[config.mk]
export PLATFORM = sky130hd
export DESIGN_NAME = game_flow_controller_flat
export DESIGN_NICKNAME = d
export VERILOG_FILES = /design/src/rtl/game_flow_pkg.sv /design/src/rtl/game_flow_controller_if.sv /design/src/rtl/frame_tick_counter.sv /design/src/rtl/game_flow_controller.sv /design/src/flat_wrapper.sv
export SDC_FILE = /design/constraint.sdc
export NUM_CORES = 1
export LEC_CHECK = 0
export CAP_MARGIN = 0
export CORE_ASPECT_RATIO = 2
export CORE_MARGIN = 10
export CORE_UTILIZATION = 43
export DETAILED_ROUTE_END_ITERATION = 12
export PLACE_DENSITY_LB_ADDON = 0.15
export SYNTH_ARGS = -nofsm -noshare
export SYNTH_HDL_FRONTEND = slang
export SYNTH_SLANG_ARGS = --single-unit
[constraint.sdc]
create_clock -name clk_in -period 2.7 [get_ports clk_in]
set_input_delay 0.27 -clock clk_in [delete_from_list [all_inputs] [get_ports clk_in]]
set_output_delay 0.27 -clock clk_in [all_outputs]
set_load 0.03 [all_outputs]
[src/rtl/game_flow_pkg.sv]
// Shared types and default IR codes for the game flow sequencer.
package game_flow_pkg;

  localparam int unsigned IR_W     = 32;
  localparam int unsigned HEALTH_W = 3;
  localparam int unsigned DIGIT_W  = 2;
  localparam int unsigned STATE_W  = 3;

  localparam logic [IR_W-1:0] IR_START_A = 32'h20DF_5BA4;
  localparam logic [IR_W-1:0] IR_START_B = 32'h20DF_5AA5;
  localparam logic [IR_W-1:0] IR_RESTART = 32'h20DF_10EF;

  typedef enum logic [STATE_W-1:0] {
    S_START     = 3'd0,
    S_COUNTDOWN = 3'd1,
    S_PLAY      = 3'd2,
    S_WIN       = 3'd3,
    S_LOSE      = 3'd4,
    S_DRAW      = 3'd5
  } state_e;

  function automatic int unsigned max_u(input int unsigned a, input int unsigned b);
    return (a > b) ? a : b;
  endfunction

endpackage

[src/rtl/game_flow_controller_if.sv]
// IR/frame/health inputs and screen-select outputs of the game flow sequencer.
interface game_flow_controller_if;
  import game_flow_pkg::*;

  logic [IR_W-1:0]     ir_in;
  logic                ir_valid_in;
  logic                nf_in;
  logic [HEALTH_W-1:0] player_health_in;
  logic [HEALTH_W-1:0] opponent_health_in;

  logic                display_start_out;
  logic                countdown_active_out;
  logic [DIGIT_W-1:0]  countdown_digit_out;
  logic                game_active_out;
  logic                end_win_out;
  logic                end_lose_out;
  logic                end_draw_out;
  logic                health_reset_out;
  logic [STATE_W-1:0]  state_out;

  modport master (
    output ir_in, ir_valid_in, nf_in, player_health_in, opponent_health_in,
    input  display_start_out, countdown_active_out, countdown_digit_out,
           game_active_out, end_win_out, end_lose_out, end_draw_out,
           health_reset_out, state_out
  );

  modport slave (
    input  ir_in, ir_valid_in, nf_in, player_health_in, opponent_health_in,
    output display_start_out, countdown_active_out, countdown_digit_out,
           game_active_out, end_win_out, end_lose_out, end_draw_out,
           health_reset_out, state_out
  );
endinterface

[src/rtl/frame_tick_counter.sv]
// Saturating frame-tick counter with synchronous clear; clear wins over tick.
module frame_tick_counter #(
  parameter int unsigned TERMINAL = 120,
  parameter int unsigned CNT_W    = $clog2(TERMINAL + 1)
) (
  input  logic             clk_i,
  input  logic             rst_ni,
  input  logic             clear_i,
  input  logic             tick_i,
  output logic [CNT_W-1:0] count_o,
  output logic             terminal_o
);

  localparam logic [CNT_W-1:0] TERM = CNT_W'(TERMINAL);

  logic [CNT_W-1:0] count_q, count_d;

  always_comb begin
    count_d = count_q;
    if (clear_i) begin
      count_d = '0;
    end else if (tick_i && (count_q != TERM)) begin
      count_d = count_q + CNT_W'(1);
    end
  end

  always_ff @(posedge clk_i or negedge rst_ni) begin
    if (!rst_ni) begin
      count_q <= '0;
    end else begin
      count_q <= count_d;
    end
  end

  assign count_o    = count_q;
  assign terminal_o = (count_q == TERM);

endmodule

[src/rtl/game_flow_controller.sv]
// Game sequencer: start menu, countdown, play and end screens driven by IR codes,
// frame ticks and health values; all outputs registered from the next state.
module game_flow_controller
  import game_flow_pkg::*;
#(
  parameter logic [IR_W-1:0] START_CODE_A     = IR_START_A,
  parameter logic [IR_W-1:0] START_CODE_B     = IR_START_B,
  parameter logic [IR_W-1:0] RESTART_CODE     = IR_RESTART,
  parameter int unsigned     COUNT_DIGITS     = 3,
  parameter int unsigned     FRAMES_PER_DIGIT = 60,
  parameter int unsigned     END_HOLD_FRAMES  = 120
) (
  input logic                   clk_in,
  input logic                   rst_in,
  game_flow_controller_if.slave bus
);

  localparam int unsigned CNT_MAX = max_u(FRAMES_PER_DIGIT, END_HOLD_FRAMES);
  localparam int unsigned CNT_W   = $clog2(CNT_MAX + 1);

  localparam logic [CNT_W-1:0]   DIGIT_LAST  = CNT_W'(FRAMES_PER_DIGIT - 1);
  localparam logic [CNT_W-1:0]   HOLD_CNT    = CNT_W'(END_HOLD_FRAMES);
  localparam logic [DIGIT_W-1:0] DIGIT_FIRST = DIGIT_W'(COUNT_DIGITS);

  state_e               state_q, state_d;
  logic [DIGIT_W-1:0]   digit_q, digit_d;
  logic                 armed_q, armed_d;
  logic                 hold_done_q, hold_done_d;

  logic                 disp_start_q, disp_start_d;
  logic                 cd_active_q, cd_active_d;
  logic [DIGIT_W-1:0]   cd_digit_q, cd_digit_d;
  logic                 game_q, game_d;
  logic                 win_q, win_d;
  logic                 lose_q, lose_d;
  logic                 draw_q, draw_d;
  logic                 hr_q, hr_d;
  logic [STATE_W-1:0]   state_out_q, state_out_d;

  logic                 cnt_clear_c;
  logic [CNT_W-1:0]     cnt;
  logic                 cnt_term;
  logic                 ir_start_c, ir_restart_c;
  logic                 player_dead_c, opp_dead_c;
  logic                 hold_ok_c;

  frame_tick_counter #(
    .TERMINAL (CNT_MAX),
    .CNT_W    (CNT_W)
  ) u_frame_cnt (
    .clk_i      (clk_in),
    .rst_ni     (rst_in),
    .clear_i    (cnt_clear_c),
    .tick_i     (bus.nf_in),
    .count_o    (cnt),
    .terminal_o (cnt_term)
  );

  assign ir_start_c    = bus.ir_valid_in &&
                         ((bus.ir_in == START_CODE_A) || (bus.ir_in == START_CODE_B));
  assign ir_restart_c  = bus.ir_valid_in && (bus.ir_in == RESTART_CODE);
  assign player_dead_c = (bus.player_health_in == '0);
  assign opp_dead_c    = (bus.opponent_health_in == '0);
  // A saturated counter has necessarily passed the hold count.
  assign hold_ok_c     = hold_done_q || (cnt == HOLD_CNT) || cnt_term;

  always_comb begin
    state_d     = state_q;
    digit_d     = digit_q;
    armed_d     = armed_q;
    hold_done_d = hold_done_q;
    cnt_clear_c = 1'b0;
    hr_d        = 1'b0;

    case (state_q)
      S_START: begin
        if (ir_start_c) begin
          state_d     = S_COUNTDOWN;
          digit_d     = DIGIT_FIRST;
          cnt_clear_c = 1'b1;
          hr_d        = 1'b1;
        end
      end

      S_COUNTDOWN: begin
        if (ir_restart_c) begin
          state_d = S_START;
          digit_d = '0;
        end else if (bus.nf_in && (cnt == DIGIT_LAST)) begin
          cnt_clear_c = 1'b1;
          digit_d     = digit_q - DIGIT_W'(1);
          if (digit_q == DIGIT_W'(1)) begin
            state_d = S_PLAY;
            armed_d = 1'b0;
            digit_d = '0;
          end
        end
      end

      S_PLAY: begin
        // First frame in play covers the health-reload latency.
        if (!armed_q) begin
          if (bus.nf_in) begin
            armed_d = 1'b1;
          end
        end else if (player_dead_c || opp_dead_c) begin
          cnt_clear_c = 1'b1;
          hold_done_d = 1'b0;
          if (player_dead_c && opp_dead_c) begin
            state_d = S_DRAW;
          end else if (player_dead_c) begin
            state_d = S_LOSE;
          end else begin
            state_d = S_WIN;
          end
        end else if (ir_restart_c) begin
          state_d = S_START;
        end
      end

      S_WIN, S_LOSE, S_DRAW: begin
        if (hold_ok_c) begin
          hold_done_d = 1'b1;
        end
        if (hold_ok_c && (ir_start_c || ir_restart_c)) begin
          state_d = S_START;
        end
      end

      default: begin
        state_d = S_START;
        digit_d = '0;
      end
    endcase

    disp_start_d = (state_d == S_START);
    cd_active_d  = (state_d == S_COUNTDOWN);
    cd_digit_d   = (state_d == S_COUNTDOWN) ? digit_d : '0;
    game_d       = (state_d == S_PLAY);
    win_d        = (state_d == S_WIN);
    lose_d       = (state_d == S_LOSE);
    draw_d       = (state_d == S_DRAW);
    state_out_d  = state_d;
  end

  always_ff @(posedge clk_in or negedge rst_in) begin
    if (!rst_in) begin
      state_q      <= S_START;
      digit_q      <= '0;
      armed_q      <= 1'b0;
      hold_done_q  <= 1'b0;
      disp_start_q <= 1'b1;
      cd_active_q  <= 1'b0;
      cd_digit_q   <= '0;
      game_q       <= 1'b0;
      win_q        <= 1'b0;
      lose_q       <= 1'b0;
      draw_q       <= 1'b0;
      hr_q         <= 1'b0;
      state_out_q  <= S_START;
    end else begin
      state_q      <= state_d;
      digit_q      <= digit_d;
      armed_q      <= armed_d;
      hold_done_q  <= hold_done_d;
      disp_start_q <= disp_start_d;
      cd_active_q  <= cd_active_d;
      cd_digit_q   <= cd_digit_d;
      game_q       <= game_d;
      win_q        <= win_d;
      lose_q       <= lose_d;
      draw_q       <= draw_d;
      hr_q         <= hr_d;
      state_out_q  <= state_out_d;
    end
  end

  assign bus.display_start_out    = disp_start_q;
  assign bus.countdown_active_out = cd_active_q;
  assign bus.countdown_digit_out  = cd_digit_q;
  assign bus.game_active_out      = game_q;
  assign bus.end_win_out          = win_q;
  assign bus.end_lose_out         = lose_q;
  assign bus.end_draw_out         = draw_q;
  assign bus.health_reset_out     = hr_q;
  assign bus.state_out            = state_out_q;

endmodule

[src/flat_wrapper.sv]
// flat-port wrapper written by rule: the top's interface ports become plain ports
module game_flow_controller_flat import game_flow_pkg::*;
#(
  parameter logic [IR_W-1:0] START_CODE_A     = IR_START_A,
  parameter logic [IR_W-1:0] START_CODE_B     = IR_START_B,
  parameter logic [IR_W-1:0] RESTART_CODE     = IR_RESTART,
  parameter int unsigned     COUNT_DIGITS     = 3,
  parameter int unsigned     FRAMES_PER_DIGIT = 60,
  parameter int unsigned     END_HOLD_FRAMES  = 120
)
  (clk_in, rst_in, bus_ir_in, bus_ir_valid_in, bus_nf_in, bus_player_health_in, bus_opponent_health_in, bus_display_start_out, bus_countdown_active_out, bus_countdown_digit_out, bus_game_active_out, bus_end_win_out, bus_end_lose_out, bus_end_draw_out, bus_health_reset_out, bus_state_out);
  game_flow_controller_if bus_i ();
  input logic clk_in;
  input logic rst_in;
  input wire logic [$bits(bus_i.ir_in)-1:0] bus_ir_in;
  input wire logic [$bits(bus_i.ir_valid_in)-1:0] bus_ir_valid_in;
  input wire logic [$bits(bus_i.nf_in)-1:0] bus_nf_in;
  input wire logic [$bits(bus_i.player_health_in)-1:0] bus_player_health_in;
  input wire logic [$bits(bus_i.opponent_health_in)-1:0] bus_opponent_health_in;
  output wire logic [$bits(bus_i.display_start_out)-1:0] bus_display_start_out;
  output wire logic [$bits(bus_i.countdown_active_out)-1:0] bus_countdown_active_out;
  output wire logic [$bits(bus_i.countdown_digit_out)-1:0] bus_countdown_digit_out;
  output wire logic [$bits(bus_i.game_active_out)-1:0] bus_game_active_out;
  output wire logic [$bits(bus_i.end_win_out)-1:0] bus_end_win_out;
  output wire logic [$bits(bus_i.end_lose_out)-1:0] bus_end_lose_out;
  output wire logic [$bits(bus_i.end_draw_out)-1:0] bus_end_draw_out;
  output wire logic [$bits(bus_i.health_reset_out)-1:0] bus_health_reset_out;
  output wire logic [$bits(bus_i.state_out)-1:0] bus_state_out;
  assign bus_i.ir_in = bus_ir_in;
  assign bus_i.ir_valid_in = bus_ir_valid_in;
  assign bus_i.nf_in = bus_nf_in;
  assign bus_i.player_health_in = bus_player_health_in;
  assign bus_i.opponent_health_in = bus_opponent_health_in;
  assign bus_display_start_out = bus_i.display_start_out;
  assign bus_countdown_active_out = bus_i.countdown_active_out;
  assign bus_countdown_digit_out = bus_i.countdown_digit_out;
  assign bus_game_active_out = bus_i.game_active_out;
  assign bus_end_win_out = bus_i.end_win_out;
  assign bus_end_lose_out = bus_i.end_lose_out;
  assign bus_end_draw_out = bus_i.end_draw_out;
  assign bus_health_reset_out = bus_i.health_reset_out;
  assign bus_state_out = bus_i.state_out;
  game_flow_controller #(.START_CODE_A(START_CODE_A), .START_CODE_B(START_CODE_B), .RESTART_CODE(RESTART_CODE), .COUNT_DIGITS(COUNT_DIGITS), .FRAMES_PER_DIGIT(FRAMES_PER_DIGIT), .END_HOLD_FRAMES(END_HOLD_FRAMES)) u_core (.clk_in(clk_in), .rst_in(rst_in), .bus(bus_i));
endmodule
==> results.yml, run 1 <==
outcome:
  run_status: "completed"
worst_setup_path:
  crit_fanout: 5
  critPathMaxStageDelay_ns: 0.59
  arrival_ns: 2.54
  cp_top_family: "simple AND/OR/NAND/NOR gates"
  slowest_stage: "or4_4"
  reg2reg_to: "u_core.bus.countdown_digit_out[1]"
  cp.required_ns: 2.90
  start_kind: "input port"
  r2r_cells: 6
  worstSetupPathType: "in -> reg"
  crit_start: "bus_ir_in[15]"
  cp_cell_sequence: "clkdlybuf4s50_1 > nand4bb_1 > or4_4 > a2111oi_4 > a2bb2oi_2 > or3b_4 > nor3_2"
  path_buf_inv: 1
  endpoint_kind: "flip-flop"
  worstReg2RegStart: "u_core.u_frame_cnt.count_o[2]"
  reg2reg_slack_ns: 0.44
clocking:
  ctsResizeCount: 0
  cts_tree: "yes"
  cts_setup_buffers: 0
  htreeDepth: 1
  clockBufferDepth: 2
  clock-root-buffer: "clkbuf_8"
  cts.clk_slew.worst_paths_ns: 0.08
  clk_latency_ns: 0.27
  clock_sink_count: 23
  cts.hold.buffers_added: 0
  numCtsBuffers: 3
yosys:
  syn_area_per_cell_um2: 9.71
  ys_seq_elements: 23
  synth_top_area_cell: "dfrtp_1"
  mappedNetlistArea_mm2: 0.00134
  ys.flop_type: "dfrtp_1"
  yosysSeqAreaShare_pct: 43.0
  synth_top_cell_area_share_pct: 41.1
  synth-edff-count: 0
  synth_warnings: 0
  synthTopCellsByArea: "dfrtp_1, nor2_1, ha_1"
  synth.distinct_cells: 45
  async_flop_share_pct: 100
  syn-num-nets: 184
  synthCells: 138
global_route:
  antenna_found_initial: 0
  grt-ovfl-total: 0
  grt_pass1_vias: 1448
  grt_max_degree: 24
  grt_pass1_wl_um: 6730
  gr-usage-all-layers_pct: 14.5
sta:
  drv_slew: 0
  timing.fmax_mhz: 428
  tightest_slew_ns: 0.493
  fin_skew_ns: 0.00161
  fin_crit_ns: 2.34
  fin_setup_tns_ns: 0
  relSlewSlack_pct: 66.7
  setup_viol: 0
  holdWs_ns: 0.334
  rsz0062_at_grt: "false"
  post-route-period-util_pct: 86.5
  hold_viol: 0
place:
  dp_cells: 224
  hpwl_um: 3350
  port_buffers: 53
  gp_congestion: 0.914
pwr:
  combinationalPowerShare_pct: 23.9
  pwr-share-clk_pct: 25.2
  power_frac_seq_pct: 50.9
  switchingPower_uw: 263
  intPower_uw: 619
  p_total_uw: 882
  p_per_area_mw_per_mm2: 445
  vdd_ir_drop_max_uv: 464
  power.leakage_uw: 0.000831
  swShare_pct: 29.8
drt:
  dr_total_vias: 1287
  route.detailed.drc: 0
  wire_per_inst_um: 17.7
  drt_iter0_drc: 34
  dr.pass1.iters: 4
  wl_um: 4030
  antenna_left: 0
  vias_per_cell: 5.64
finish:
  layout.nets: 245
  num_antenna_cells: 0
  layout.cells.non_filler: 228
  areaGrowthSynthToFinish_pct: 47.8
  mostFrequentLayoutCell: "clkdlybuf4s50_1"
  final_cell_mix: "clkdlybuf4s50_1, dfrtp_1, nor2_1"
  drive_above_1_share_pct: 10.1
floorplanning:
  fp.dieH_um: 98.9
  die_x_um: 59.5
  rows: 28
  start_util_pct: 45.0
  ios: 54
  die_area_mm2: 0.00588
  core-area_mm2: 0.00298
min_path:
  holdCritPathClass: "in -> async"
job:
  cap_violations: 0
-- power groups by stage --
stage	sequential (uW)	clock, uW	combinational, uW
3_5_place_dp	456	0	212
4_1_cts	449	227	216
5_1_grt	459	240	244
2_1_floorplan	441	0	119
6_report	449	223	211
3_3_place_gp	453	0	201
-- state kept, by name, summed over array words and instances (netlist names) --
| register | flops |
|---|---|
| u_core.bus.end_win_out | 1 |
| u_core.hold_done_q | 1 |
| u_core.bus.health_reset_out | 1 |
| u_core.bus.display_start_out | 1 |
| u_core.bus.end_lose_out | 1 |
| u_core.digit_q | 2 |
| u_core.bus.countdown_active_out | 1 |
| u_core.state_q | 3 |
| u_core.u_frame_cnt.count_o | 7 |
| u_core.bus.game_active_out | 1 |
| u_core.bus.end_draw_out | 1 |
| u_core.armed_q | 1 |
| u_core.bus.countdown_digit_out | 2 |
-- worst reg2reg max path, stage by stage (launching register included) --
cell and delay (ns):
dfrtp_1 0.43, nand4b_1 0.27, o21ba_1 0.27, a2111oi_4 0.44
a2bb2oi_2 0.20, or3b_4 0.42, nor3_2 0.16
-- stage by stage --
stage | worst slack [ns] | cell area [um^2] | utilization [%]
2_1_floorplan | 0.642 | 1340 | -
3_3_place_gp | 0.116 | 1930 | 65.0
3_5_place_dp | 0.0900 | 1930 | 65.0
4_1_cts | 0.372 | 1980 | 66.5
5_1_grt | 0.185 | 1980 | 66.5
6_report | 0.363 | 1980 | 66.5
-- layout make-up --
| cell class | count | area, um^2 |
|---|---|---|
| Fill cell | 276 | 997 |
| Multi-Input combinational cell | 107 | 733 |
| Sequential cell | 23 | 577 |
| Timing Repair Buffer | 57 | 561 |
| Clock buffer | 3 | 41.3 |
| Tap cell | 30 | 37.5 |
| Inverter | 7 | 26.3 |
| Clock inverter | 1 | 5.00 |
-- Yosys cell counts (all sizes together) (4+ instances only) --
cell and count:
dfrtp 22, nor2 20, nor3 10, nand2 8, inv 7, a21oi 6
o21ai 5, ha 4, nand4 4, xor2 4
-- how the worst max path moves through the flow --
stage | endpoint | slack, ns | depth (start not counted)
final | u_core.bus.countdown_digit_out[1] | 0.36 | 7
after detailed placement | u_core.bus.countdown_digit_out[0] | 0.09 | 7
after global placement | u_core.bus.countdown_digit_out[1] | 0.12 | 7
after CTS | u_core.bus.countdown_digit_out[1] | 0.37 | 7
after global routing | u_core.bus.countdown_digit_out[0] | 0.19 | 7
after floorplan | u_core.bus.countdown_digit_out[1] | 0.64 | 6
-- cell families (layout without fill, tap and decap cells) --
logic type / after synthesis / count (layout) / share of synthesized area (%)
fa+ha+maj: 4 / 4 / 3.73
mux: 1 / 1 / 0.747
compound gates: 22 / 22 / 12.9
xor+xnor: 7 / 7 / 4.58
flops: 23 / 23 / 43.0
buf+inv: 8 / 68 / 2.24
simple gates: 73 / 73 / 32.8
-- routing by layer --
metal	part of all wire [%]	up-vias	global-route usage (%)
met5	0	-	0
met4	4.4	0	9.06
met3	4.7	13	2.96
met2	60	43	26.6
met1	31	615	13.3
li1	-	616	-
Power figures use the tool's default switching activity.
==> run 2: changes to the inputs <==
CORE_MARGIN = 2   (was 10)
==> run 2 against run 1 <==
Compared with the run above:
- fmax decreased by 0.13%
- non-clock buffer count is the same
- worst hold slack gained 0.0098 ns
- utilization unchanged
- total power is essentially flat
- global-route usage grew 8.6 points
- die area down 39%
- combinational power about the same
- clock skew grew 0.00077 ns
- count of clock-buffer cells in the layout stayed put
- register-to-register slack improved by 0.05 ns
- setup slack worse by 0.0031 ns
- critical path type unchanged
- critical endpoint unchanged
==> results.yml, run 2 (same netlist as run 1, synthesis figures left out) <==
global_route:
  grt_pass1_vias: 1451
  grt-ovfl-total: 0
  grt_pass1_wl_um: 6470
  gr-usage-all-layers_pct: 23.1
  antenna_found_initial: 0
  grt_max_degree: 24
clocking:
  clock-root-buffer: "clkbuf_8"
  htreeDepth: 1
  ctsResizeCount: 0
  clockBufferDepth: 2
  cts_setup_buffers: 0
  cts_tree: "yes"
  clk_latency_ns: 0.27
  cts.hold.buffers_added: 0
  clock_sink_count: 23
  cts.clk_slew.worst_paths_ns: 0.09
  numCtsBuffers: 3
outcome:
  run_status: "completed"
finish:
  areaGrowthSynthToFinish_pct: 47.8
  stdcell_area_mm2: 0.00198
  final_cell_mix: "clkdlybuf4s50_1, dfrtp_1, nor2_1"
  drive_above_1_share_pct: 10.1
  fin_util_pct: 66.5
  layout.nets: 245
  mostFrequentLayoutCell: "clkdlybuf4s50_1"
  largest_reg_flops: 7
  num_antenna_cells: 0
floorplanning:
  ios: 54
  start_util_pct: 45.0
  rows: 28
  die_x_um: 43.5
  fp.dieH_um: 82.9
  core-area_mm2: 0.00298
  die_area_mm2: 0.00361
sta:
  setup_viol: 0
  post-route-period-util_pct: 86.7
  fin_setup_tns_ns: 0
  fin_ws_ns: 0.360
  hold_viol: 0
  relSlewSlack_pct: 66.4
  rsz0062_at_grt: "false"
  drv_slew: 0
  fin_skew_ns: 0.00238
  timing.fmax_mhz: 427
  tightest_slew_ns: 0.500
  fin_crit_ns: 2.34
worst_setup_path:
  cp.required_ns: 2.90
  worstReg2RegStart: "u_core.u_frame_cnt.count_o[2]"
  endpoint_kind: "flip-flop"
  start_kind: "input port"
  reg2reg_to: "u_core.bus.countdown_digit_out[1]"
  crit_fanout: 3
  crit_start: "bus_ir_in[1]"
  reg2reg_slack_ns: 0.49
  r2r_cells: 6
  arrival_ns: 2.54
  worstSetupPathType: "in -> reg"
pwr:
  power.leakage_uw: 0.000831
  p_per_area_mw_per_mm2: 445
  vdd_ir_drop_max_uv: 430
place:
  dp_slack_ns: 0.0396
  placed_area_mm2: 0.00193
  port_buffers: 53
  gp_congestion: 0.881
  hpwl_um: 2970
drt:
  dr_total_vias: 1285
  wl_um: 3680
  antenna_left: 0
  wire_per_inst_um: 16.1
  route.detailed.drc: 0
  drt_iter0_drc: 20
  vias_per_cell: 5.64
  dr.pass1.iters: 4
job:
  cap_violations: 0
min_path:
  holdCritPathClass: "in -> async"
run 2: cell counts in the layout (fill, tap and decap cells not counted):
Identical to the previous run, type by type.
run 2: power breakdown:
part | total, uW | internal (uW) | switching, uW
registers | 449 | 394 | 55.3
clock network | 223 | 103 | 119
logic | 210 | 121 | 89.3
total | 882 | 618 | 264
run 2: how the worst max path moves through the flow:
stage | slack [ns] | endpoint | cells past startpoint
after global routing | 0.21 | u_core.bus.countdown_digit_out[0] | 7
final | 0.36 | u_core.bus.countdown_digit_out[1] | 7
after global placement | 0.09 | u_core.bus.countdown_digit_out[1] | 7
after floorplan | 0.64 | u_core.bus.countdown_digit_out[1] | 6
after CTS | 0.33 | u_core.bus.countdown_digit_out[1] | 7
after detailed placement | 0.04 | u_core.bus.countdown_digit_out[1] | 7
run 2: metal layers:
metal  share of wire (%)  GRT usage [%]  vias up
li1                    -              -      624
met5                   0              0        -
met1                  35           24.4      623
met3                 3.4           3.48        8
met2                  59           42.6       30
met4                 2.0           9.37        0
run 2: final cells by class:
class	instances	area, um^2
Fill cell	252	997
Multi-Input combinational cell	107	733
Sequential cell	23	577
Timing Repair Buffer	57	561
Clock buffer	3	41.3
Tap cell	30	37.5
Inverter	7	26.3
Clock inverter	1	5.00
run 2: worst max-delay path: stages:
cell             delay [ns]
clkdlybuf4s50_1        0.42
nor4b_1                0.31
nand4_1                0.28
a2111oi_4              0.48
a2bb2oi_2              0.20
or3b_4                 0.41
nor3_2                 0.16
run 2: per-stage QoR:
stage,cells,power [uW],hold slack (ns)
final,228,882,0.344
after global routing,228,937,0.376
after floorplan,138,561,-0.0256
after CTS,228,887,0.363
after detailed placement,224,669,0.488
after global placement,224,655,0.457
==> run 3: changes to the inputs <==
CAP_MARGIN = default   (was 0)
==> results of run 3 <==
No change in the layout: final DEF, timing and power equal those of run 2.
